**config.mk**
```make
export PLATFORM = sky130hd
export DESIGN_NAME = dma_tile_sequencer
export DESIGN_NICKNAME = d
export VERILOG_FILES = /design/src/rtl/dma_pkg.sv /design/src/rtl/dma_xfer_issuer.sv /design/src/rtl/dma_tile_sequencer.sv
export SDC_FILE = /design/constraint.sdc
export NUM_CORES = 1
export LEC_CHECK = 0
export BUFFER_PORTS_ARGS = -buffer_cell sky130_fd_sc_hd__buf_4
export CAP_MARGIN = 15
export CELL_PAD_IN_SITES_DETAIL_PLACEMENT = 0
export CELL_PAD_IN_SITES_GLOBAL_PLACEMENT = 2
export CORE_UTILIZATION = 34
export CTS_BUF_LIST = sky130_fd_sc_hd__clkbuf_8
export CTS_CLUSTER_SIZE = 16
export DETAILED_ROUTE_END_ITERATION = 8
export GPL_ROUTABILITY_DRIVEN = 0
export MAX_ROUTING_LAYER = met4
export PLACE_DENSITY = 0.92
export SLEW_MARGIN = 10
export SYNTH_ARGS = -nofsm -noshare
export SYNTH_HDL_FRONTEND = slang
export SYNTH_SLANG_ARGS = --single-unit
```
**constraint.sdc**
```tcl
create_clock -name clk -period 3.2 [get_ports clk]
set_input_delay 0.64 -clock clk [delete_from_list [all_inputs] [get_ports clk]]
set_output_delay 0.64 -clock clk [all_outputs]
set_load 0.005 [all_outputs]
```
**src/rtl/dma_pkg.sv**
```systemverilog
// Shared types for the DMA tile sequencer: transfer type codes, layer types,
// the sequencer state encoding and the issuer phase encoding.
package dma_pkg;

    localparam int INPUT_TYPE_W = 3;

    typedef enum logic [INPUT_TYPE_W-1:0] {
        FILTER = 3'd0,
        IFMAP  = 3'd1,
        BIAS   = 3'd2,
        OPSUM  = 3'd3,
        IPSUM  = 3'd4,
        OFMAP  = 3'd5
    } input_type_e;

    typedef enum logic [1:0] {
        PW  = 2'd0,
        DW  = 2'd1,
        STD = 2'd2,
        LIN = 2'd3
    } layer_type_e;

    typedef enum logic [3:0] {
        ST_IDLE      = 4'd0,
        ST_FILT      = 4'd1,
        ST_BIAS      = 4'd2,
        ST_IFMAP     = 4'd3,
        ST_IPSUM     = 4'd4,
        ST_COMPUTE   = 4'd5,
        ST_STORE     = 4'd6,
        ST_NEXT_TILE = 4'd7,
        ST_NEXT_PASS = 4'd8,
        ST_DONE      = 4'd9
    } seq_state_e;

    typedef enum logic {
        PH_ISSUE = 1'b0,
        PH_WAIT  = 1'b1
    } xfer_phase_e;

endpackage

```
**src/rtl/dma_xfer_issuer.sv**
```systemverilog
// Issues a group of DMA transfers, one per channel, and reports when the
// last one of the group has completed.
//   clk, rst_n      clock, synchronous active-low reset
//   go              parent is in a DMA state; a transfer may be launched
//   group_size      number of transfers in the current group (>= 1)
//   dma_done_i      DMA completion pulse
//   dma_start_o     one-cycle launch pulse
//   last_done       completion of the final transfer of the group
//   ch_cnt          index of the transfer in flight within the group
module dma_xfer_issuer
    import dma_pkg::*;
#(
    parameter int IDX_W = 7
) (
    input  logic             clk,
    input  logic             rst_n,
    input  logic             go,
    input  logic [IDX_W-1:0] group_size,
    input  logic             dma_done_i,
    output logic             dma_start_o,
    output logic             last_done,
    output logic [IDX_W-1:0] ch_cnt
);

    xfer_phase_e phase;
    logic        accept;

    // The resting phase is ISSUE, so a launch happens on the very first
    // cycle the parent asserts go. A done seen while issuing is dropped.
    assign dma_start_o = go && (phase == PH_ISSUE);
    assign accept      = (phase == PH_WAIT) && dma_done_i;
    assign last_done   = accept && (ch_cnt == group_size - IDX_W'(1));

    always_ff @(posedge clk) begin
        if (!rst_n) begin
            phase  <= PH_ISSUE;
            ch_cnt <= '0;
        end else if (dma_start_o) begin
            phase <= PH_WAIT;
        end else if (accept) begin
            phase  <= PH_ISSUE;
            ch_cnt <= last_done ? '0 : ch_cnt + IDX_W'(1);
        end
    end

endmodule

```
**src/rtl/dma_tile_sequencer.sv**
```systemverilog
// Layer-level DMA sequencer. Walks k (outer) / d (inner) passes, spatial
// tiles and channel groups, launching DMA transfers and PE compute.
//   clk, rst_n                   clock, synchronous active-low reset
//   start_i                      layer start, sampled only in IDLE
//   num_{k,d,n}_tiles_i          loop bounds, latched at start
//   tile_D_i, tile_K_i           channels per ifmap / ofmap tile
//   dma_done_i, compute_done_i   completion pulses
//   dma_start_o, compute_start_o launch pulses
//   input_type_o, k_idx_o, d_idx_o, ch_cnt_o, tile_cnt_o  transfer context
//   pass_done_o, layer_done_o    end-of-pass / end-of-layer pulses
//   busy_o                       high outside IDLE
//
// state      | meaning
// IDLE       | waiting for start_i
// FILT       | filter load (one transfer)
// BIAS       | bias load, first d pass only
// IFMAP      | ifmap load, tile_D transfers
// IPSUM      | partial-sum load, tile_K transfers, d > 0 only
// COMPUTE    | PE array running
// STORE      | opsum/ofmap store, tile_K transfers
// NEXT_TILE  | advance spatial tile or end pass
// NEXT_PASS  | advance d, then k, or finish
// DONE       | layer_done pulse
module dma_tile_sequencer
    import dma_pkg::*;
#(
    parameter int IDX_W = 7,
    parameter int NT_W  = 16
) (
    input  logic                    clk,
    input  logic                    rst_n,
    input  logic                    start_i,
    input  logic [IDX_W-1:0]        num_k_tiles_i,
    input  logic [IDX_W-1:0]        num_d_tiles_i,
    input  logic [NT_W-1:0]         num_n_tiles_i,
    input  logic [IDX_W-1:0]        tile_D_i,
    input  logic [IDX_W-1:0]        tile_K_i,
    input  logic                    dma_done_i,
    input  logic                    compute_done_i,
    output logic                    dma_start_o,
    output logic [INPUT_TYPE_W-1:0] input_type_o,
    output logic [IDX_W-1:0]        k_idx_o,
    output logic [IDX_W-1:0]        d_idx_o,
    output logic [IDX_W-1:0]        ch_cnt_o,
    output logic [NT_W-1:0]         tile_cnt_o,
    output logic                    compute_start_o,
    output logic                    pass_done_o,
    output logic                    layer_done_o,
    output logic                    busy_o
);

    seq_state_e       state, state_nxt;
    logic [IDX_W-1:0] lat_k, lat_d, lat_td, lat_tk;
    logic [NT_W-1:0]  lat_n;
    logic [IDX_W-1:0] k_idx, d_idx;
    logic [NT_W-1:0]  tile_cnt;
    logic             cmp_entry;
    logic             xfer_go, xfer_last;
    logic [IDX_W-1:0] group_size;
    logic             any_zero, d_last, k_last, n_last, d_first;

    assign any_zero = (num_k_tiles_i == '0) || (num_d_tiles_i == '0) ||
                      (num_n_tiles_i == '0) || (tile_D_i == '0) ||
                      (tile_K_i == '0);
    assign d_first  = (d_idx == '0);
    assign d_last   = (d_idx == lat_d - IDX_W'(1));
    assign k_last   = (k_idx == lat_k - IDX_W'(1));
    assign n_last   = (tile_cnt == lat_n - NT_W'(1));

    dma_xfer_issuer #(
        .IDX_W (IDX_W)
    ) u_issuer (
        .clk         (clk),
        .rst_n       (rst_n),
        .go          (xfer_go),
        .group_size  (group_size),
        .dma_done_i  (dma_done_i),
        .dma_start_o (dma_start_o),
        .last_done   (xfer_last),
        .ch_cnt      (ch_cnt_o)
    );

    always_ff @(posedge clk) begin
        if (!rst_n) state <= ST_IDLE;
        else        state <= state_nxt;
    end

    always_comb begin
        state_nxt = state;
        case (state)
            ST_IDLE:      if (start_i) state_nxt = any_zero ? ST_DONE : ST_FILT;
            ST_FILT:      if (xfer_last) state_nxt = d_first ? ST_BIAS : ST_IFMAP;
            ST_BIAS:      if (xfer_last) state_nxt = ST_IFMAP;
            ST_IFMAP:     if (xfer_last) state_nxt = d_first ? ST_COMPUTE : ST_IPSUM;
            ST_IPSUM:     if (xfer_last) state_nxt = ST_COMPUTE;
            ST_COMPUTE:   if (compute_done_i) state_nxt = ST_STORE;
            ST_STORE:     if (xfer_last) state_nxt = ST_NEXT_TILE;
            ST_NEXT_TILE: state_nxt = n_last ? ST_NEXT_PASS : ST_IFMAP;
            ST_NEXT_PASS: state_nxt = (d_last && k_last) ? ST_DONE : ST_FILT;
            ST_DONE:      state_nxt = ST_IDLE;
            default:      state_nxt = ST_IDLE;
        endcase
    end

    // Loop counters and latched sizes. Counters are returned to zero on the
    // way into DONE so the done cycle already shows a cleared context.
    always_ff @(posedge clk) begin
        if (!rst_n) begin
            lat_k     <= '0;
            lat_d     <= '0;
            lat_n     <= '0;
            lat_td    <= '0;
            lat_tk    <= '0;
            k_idx     <= '0;
            d_idx     <= '0;
            tile_cnt  <= '0;
            cmp_entry <= 1'b0;
        end else begin
            cmp_entry <= (state_nxt == ST_COMPUTE) && (state != ST_COMPUTE);
            case (state)
                ST_IDLE: begin
                    if (start_i) begin
                        lat_k    <= num_k_tiles_i;
                        lat_d    <= num_d_tiles_i;
                        lat_n    <= num_n_tiles_i;
                        lat_td   <= tile_D_i;
                        lat_tk   <= tile_K_i;
                        k_idx    <= '0;
                        d_idx    <= '0;
                        tile_cnt <= '0;
                    end
                end
                ST_NEXT_TILE: tile_cnt <= n_last ? '0 : tile_cnt + NT_W'(1);
                ST_NEXT_PASS: begin
                    if (!d_last) begin
                        d_idx <= d_idx + IDX_W'(1);
                    end else begin
                        d_idx <= '0;
                        k_idx <= k_last ? '0 : k_idx + IDX_W'(1);
                    end
                end
                default: ;
            endcase
        end
    end

    always_comb begin
        xfer_go         = 1'b0;
        group_size      = '0;
        input_type_o    = FILTER;
        compute_start_o = 1'b0;
        pass_done_o     = 1'b0;
        layer_done_o    = 1'b0;
        busy_o          = (state != ST_IDLE);
        case (state)
            ST_FILT: begin
                xfer_go      = 1'b1;
                group_size   = IDX_W'(1);
                input_type_o = FILTER;
            end
            ST_BIAS: begin
                xfer_go      = 1'b1;
                group_size   = IDX_W'(1);
                input_type_o = BIAS;
            end
            ST_IFMAP: begin
                xfer_go      = 1'b1;
                group_size   = lat_td;
                input_type_o = IFMAP;
            end
            ST_IPSUM: begin
                xfer_go      = 1'b1;
                group_size   = lat_tk;
                input_type_o = IPSUM;
            end
            ST_COMPUTE:   compute_start_o = cmp_entry;
            ST_STORE: begin
                xfer_go      = 1'b1;
                group_size   = lat_tk;
                input_type_o = d_last ? OFMAP : OPSUM;
            end
            ST_NEXT_TILE: pass_done_o = n_last;
            ST_DONE:      layer_done_o = 1'b1;
            default: ;
        endcase
    end

    assign k_idx_o    = k_idx;
    assign d_idx_o    = d_idx;
    assign tile_cnt_o = tile_cnt;

endmodule

```
### After elaboration in Yosys (flattened, before gate mapping)

Cells that the tools add are included.

* flip-flop bits (word level): 87
* input port bits: 49
* output and inout port bits: 45
* word-level logic and storage cells: 99

* $add $sub $neg: 8
* equal/unequal tests: 17
* multiplexer cells: 32
* bitwise gates (word level): 2
* reduce and logical (&&, ||, !) cells: 28

Operators with widths (count)
* $mux W4: 10
* $pmux W4 S9: 1
* $logic_not A7 Y1: 5
* $mux W7: 5
* $mux W16: 2
* $pmux W16 S2: 1
* $pmux W7 S2: 2
* $add A7 B1 Y7 const B: 3
* $eq A7 B7 Y1: 3
* $pmux W7 S3: 1
* $sub A7 B1 Y7 const B: 3
* $eq A4 B3 Y1 const B: 5
* $add A16 B1 Y16 const B: 1
* $eq A16 B16 Y1: 1
* $logic_not A16 Y1: 1
* $sub A16 B1 Y16 const B: 1
* $pmux W3 S4: 1
* $eq A4 B2 Y1 const B: 2
* $eq A4 B4 Y1 const B: 2
* $mux W1: 8
* $reduce_and A2 Y1: 4
* $reduce_bool A2 Y1: 3
* $logic_and A1 B1 Y1: 5
* $reduce_or A5 Y1: 1
* 10 further kinds: 16

### Logic depth before layout (Yosys ltp)

* depth in word-level cells: 10
* depth in mapped cells: 14
* gate-level depth less buffers: 13

### Cells and area by module

Synthesis repeated with hierarchy kept, for this count alone.

* cell total of the unflattened synthesis: 679
* area, all modules: 5228.8 µm²

By module, submodules not included
* dma_tile_sequencer: times used 1, cells each 603, area each 4615.7 µm², seq. area each 1581.5 µm²
* dma_xfer_issuer: times used 1, cells each 76, area each 613.1 µm², seq. area each 160.2 µm²

### Worst setup path before layout

Ideal clock, no wire load.

* path kind: register to register
* from: register state[1]
* to: register cmp_entry
* setup time: 0.088 ns
* arrival: 2.578 ns
* required time: 3.112 ns
* slack: 0.534 ns
* stages on the path, launching flop included: 13
* path buffers: 0
* period minus slack after synthesis: 2.666 ns
* cells stage by stage: dfxtp_1 or3_1 nand3_1 ha_1 inv_1 a221o_1 a21oi_1 and3b_1 mux2_1 o311ai_4 o21a_1 nor3_2 nor4_2

* word-level cells in the longest chain between the ends: 10
* elaborated cells between the ends (all ways): 26
* classes of those cells: add/sub (1); eq/ne (11); mux (9); reduce/logical (5)

RTL lines
* start: declaration: line dma_tile_sequencer.sv:52 `seq_state_e state, state_nxt;`
* start signal: assignment: line dma_tile_sequencer.sv:85 `else state <= state_nxt;`
* $eq A4 B3 Y1 (tied with other cells): line dma_tile_sequencer.sv:90, dma_tile_sequencer.sv:155
* $reduce_or A2 Y1 (no source line)
* $pmux W7 S3: line dma_tile_sequencer.sv:155 `case (state)`
* $sub A7 B1 Y7: line dma_xfer_issuer.sv:32 `assign last_done = accept && (ch_cnt == group_size - IDX_W'(1));`
* $eq A7 B7 Y1: line dma_xfer_issuer.sv:32
* $logic_and A1 B1 Y1: line dma_xfer_issuer.sv:32
* $mux W4 (on tied branches)
* $pmux W4 S9: line dma_tile_sequencer.sv:90 `case (state)`
* $eq A4 B3 Y1: line dma_tile_sequencer.sv:119 `cmp_entry <= (state_nxt == ST_COMPUTE) && (state != ST_COMPUTE);`
* $logic_and A1 B1 Y1 *: line dma_tile_sequencer.sv:119
* end signal: assignment: line dma_tile_sequencer.sv:119
* end: declaration: line dma_tile_sequencer.sv:57 `logic cmp_entry;`

Every way passes the cells marked *; elsewhere a longest branch is shown, timed or not.
A chain may end at the register's enable or synchronous reset.

### Worst setup path in the final report

* from: register lat_n[0]
* to: output port pass_done_o

* word-level cells in the longest chain between the ends: 3

RTL lines
* start: declaration: line dma_tile_sequencer.sv:54 `logic [NT_W-1:0] lat_n;`
* start signal: assignment: line dma_tile_sequencer.sv:125 `lat_n <= num_n_tiles_i;`
* $sub A16 B1 Y16: line dma_tile_sequencer.sv:68 `assign n_last = (tile_cnt == lat_n - NT_W'(1));`
* $eq A16 B16 Y1: line dma_tile_sequencer.sv:68
* $mux W1: line dma_tile_sequencer.sv:155
* end: declaration: line dma_tile_sequencer.sv:47 `output logic pass_done_o,`

No other way between the ends.

==> impl_metrics.env <==
export IMPL_status="completed"
export IMPL_grt_usage_pct=19.0
export IMPL_setup_viol=0
export IMPL_die_area_um2=16100
export IMPL_crit_path_max_incr_delay_ps=380
export IMPL_grt_pass1_vias=4906
export IMPL_clockRootBuffer="clkbuf_8"
export IMPL_max_cap_violations=0
export IMPL_rrSetupSlack_ps=230
export IMPL_cts_sinks=87
export IMPL_fin_total_pwr_mw=2.39
export IMPL_drive_gt1_share_pct=20.8
export IMPL_hold_class="register to register"
export IMPL_fp_row_count=45
export IMPL_fp_dieH_um=127
export IMPL_start_util_pct=34.9
export IMPL_cp_required_ps=2560
export IMPL_ys_warn_count=0
export IMPL_cts_tree="built"
export IMPL_floorplan_die_width_um=127
export IMPL_worstMarginPinSlew_ps=747
export IMPL_drc=0
export IMPL_cp_end_kind="primary output"
export IMPL_finish_instance_area_um2=6620
export IMPL_synth_cell_types=65
export IMPL_critical_path_arrival_ps=2490
export IMPL_first_pass_iters=4
export IMPL_min_period_ps=3130
export IMPL_async_reset_ff_share_pct=0
export IMPL_finalSetupTns_ps=0
export IMPL_vias=5040
export IMPL_finalWirelength_mm=14.6
export IMPL_critPathLaunchType="register"
export IMPL_n_fill_cell=1543
export IMPL_drt_vias_per_instance=5.22
export IMPL_grt_ovfl_total=0
export IMPL_fmax_mhz=320
export IMPL_n_antenna_cell=0
export IMPL_drt_iter0_drc=256
export IMPL_syn_num_nets=737
export IMPL_synth_seq_cells=87
export IMPL_critPathKind="register to primary output"
export IMPL_synthesis_area_um2=5310
export IMPL_syn_inst=679
export IMPL_core_um2=15200
export IMPL_utilization_pct=43.5
export IMPL_nets=831
export IMPL_num_io_pins=94
export IMPL_cellPowerDensity_nw_per_um2=360
export IMPL_grt_pass1_wl_mm=23.8
export IMPL_crit_buf_inv=3
export IMPL_skew_ps=7.77
export IMPL_worst_path_max_fanout=5
export IMPL_grt_max_degree=73
export IMPL_yosysSeqAreaShare_pct=32.8
export IMPL_antenna_found_initial=0
export IMPL_cp_slowest_cell="dfxtp_4"
export IMPL_placed_area_um2=6210
export IMPL_hpwl_mm=10.8
export IMPL_p_leak_nw=2.60
export IMPL_insertion_delay_ps=380
export IMPL_synth_flop_cell="dfxtp_1"
export IMPL_rsz0062_at_grt="true"
export IMPL_slew_violations=0
export IMPL_cts_buffers=9
export IMPL_area_growth_pct=24.7
export IMPL_io_buffer_count=93
export IMPL_ir_worst_vdd_uv=200
export IMPL_slew_headroom_pct=49.7
export IMPL_ant_nets=0
export IMPL_wl_per_cell_um=15.1
export IMPL_worstPathCellList="inv_4 -> ha_4 -> nor3b_4 -> buf_4 -> nand3_2 -> or2_1 -> a2111oi_4 -> and3b_2 -> buf_6"
export IMPL_crit_family="simple AND/OR/NAND/NOR gates"
export IMPL_synth_edf_count=0
export IMPL_clk_pin_slew_ps=80
export IMPL_clk_path_buf_depth=2
export IMPL_htree_levels=3
export IMPL_syn_area_per_cell_um2=7.82
export IMPL_fin_crit_sh_pct=97.7
export IMPL_hold_violations=0
-- through the flow --
stage	instances	worst slack [ps]	hold slack, ps
floorplan	679	534	443
global placement	942	226	460
detailed placement	942	115	461
CTS	960	-60.8	474
global route	966	-103	499
finish	966	74.2	470
-- synth_stat cells (3+ instances only) --
cell / instances / area [um2]
nor2b_1: 14 / 87.6
nor4_1: 16 / 100
clkbuf_1: 24 / 90.1
nor3_1: 11 / 55.1
buf_2: 3 / 15.0
nor4_2: 4 / 50.1
a22oi_1: 3 / 22.5
nand4b_1: 4 / 35.0
xnor2_1: 34 / 298
inv_1: 19 / 71.3
a21oi_1: 17 / 85.1
nor2_1: 45 / 169
nand4_1: 6 / 37.5
a31oi_1: 7 / 43.8
o21ai_1: 5 / 25.0
a21boi_1: 11 / 82.6
o21ai_0: 22 / 110
or3_1: 10 / 62.6
and3_1: 16 / 100
dfxtp_1: 87 / 1740
a221o_1: 3 / 30.0
nand2_1: 126 / 473
ha_1: 9 / 113
or3b_1: 7 / 61.3
a211oi_1: 3 / 22.5
nand2b_1: 8 / 50.1
xor2_1: 26 / 228
a21boi_0: 50 / 375
nand3_1: 23 / 115
and2_1: 8 / 50.1
nand3b_1: 9 / 67.6
nor3b_1: 3 / 22.5
-- registers in the layout (all words and copies together), names as in the netlist --
signal / flops
lat_n: 16
tile_cnt_o: 16
d_idx_o: 7
k_idx_o: 7
lat_d: 7
lat_k: 7
lat_td: 7
lat_tk: 7
u_issuer.ch_cnt: 7
state: 4
cmp_entry: 1
u_issuer.phase: 1
-- placed cells by master, fill, tap and decap left out, drive strengths merged, types with 16 or more instances in the layout --
| master | netlist | final |
|---|---|---|
| a21boi | 61 | 61 |
| a21oi | 17 | 17 |
| and3 | 16 | 16 |
| buf | 7 | 114 |
| dfxtp | 87 | 87 |
| inv | 19 | 21 |
| nand2 | 126 | 126 |
| nand3 | 23 | 23 |
| nor2 | 45 | 45 |
| nor4 | 20 | 20 |
| o21ai | 27 | 27 |
| xnor2 | 34 | 34 |
| xor2 | 26 | 26 |
-- kinds of logic (layout without fill, tap and decap cells) --
family / after synthesis / after routing / share of synthesized area (%)
xor gates and xnor gates: 60 / 60 / 9.90
and+or+nand+nor: 325 / 325 / 31.5
DFF: 87 / 87 / 32.8
buffers and inverters: 50 / 149 / 3.75
AOI/OAI and AO/OA: 144 / 144 / 19.1
muxes: 4 / 4 / 0.801
adders and majority gates: 9 / 9 / 2.12
-- timing repair --
item | CTS | global route
setup endpoints to repair | 1 | 3
hold endpoints to repair | 0 | 0
pin swaps | 5 | 9
hold buffers | 0 | 0
setup buffers | 2 | 6
resized for setup | 12 | 19
-- layout make-up --
cell class	instances	area (um2)	share of cell area, %
Multi-Input combinational cell	542	3510	53.0
Sequential cell	87	1750	26.5
Tap cell	188	235	3.56
Clock buffer	10	138	2.08
Timing Repair Buffer	114	860	13.0
Clock inverter	6	52.6	0.794
Inverter	19	73.8	1.12
-- metal layers --
layer	wire (um)	vias to the layer above	global-route usage (%)
met3	581	12	4.43
met2	7150	105	32.1
met1	6690	2367	22.7
met4	144	0	4.62
met5	0	-	-
li1	-	2556	-
-- report_power, final --
group,internal (mW),switching (mW)
registers,1.12,0.0558
clock network,0.373,0.390
logic,0.213,0.232
total,1.71,0.677
-- final timing paths --
check	endpoint	start	depth (start not counted)
worst max register to register	cmp_entry	state[2]	13
worst min register to register	lat_tk[0]	lat_tk[0]	2
worst max-delay path	pass_done_o	lat_n[0]	9
worst min-delay path	lat_tk[0]	lat_tk[0]	2
-- worst min-delay path: cells and delay by family (launching register included) --
family	cells	cell delay, ps
flops	1	320
compound gates	1	60
simple gates	1	50
No activity file was read; power rests on OpenSTA's default activity.
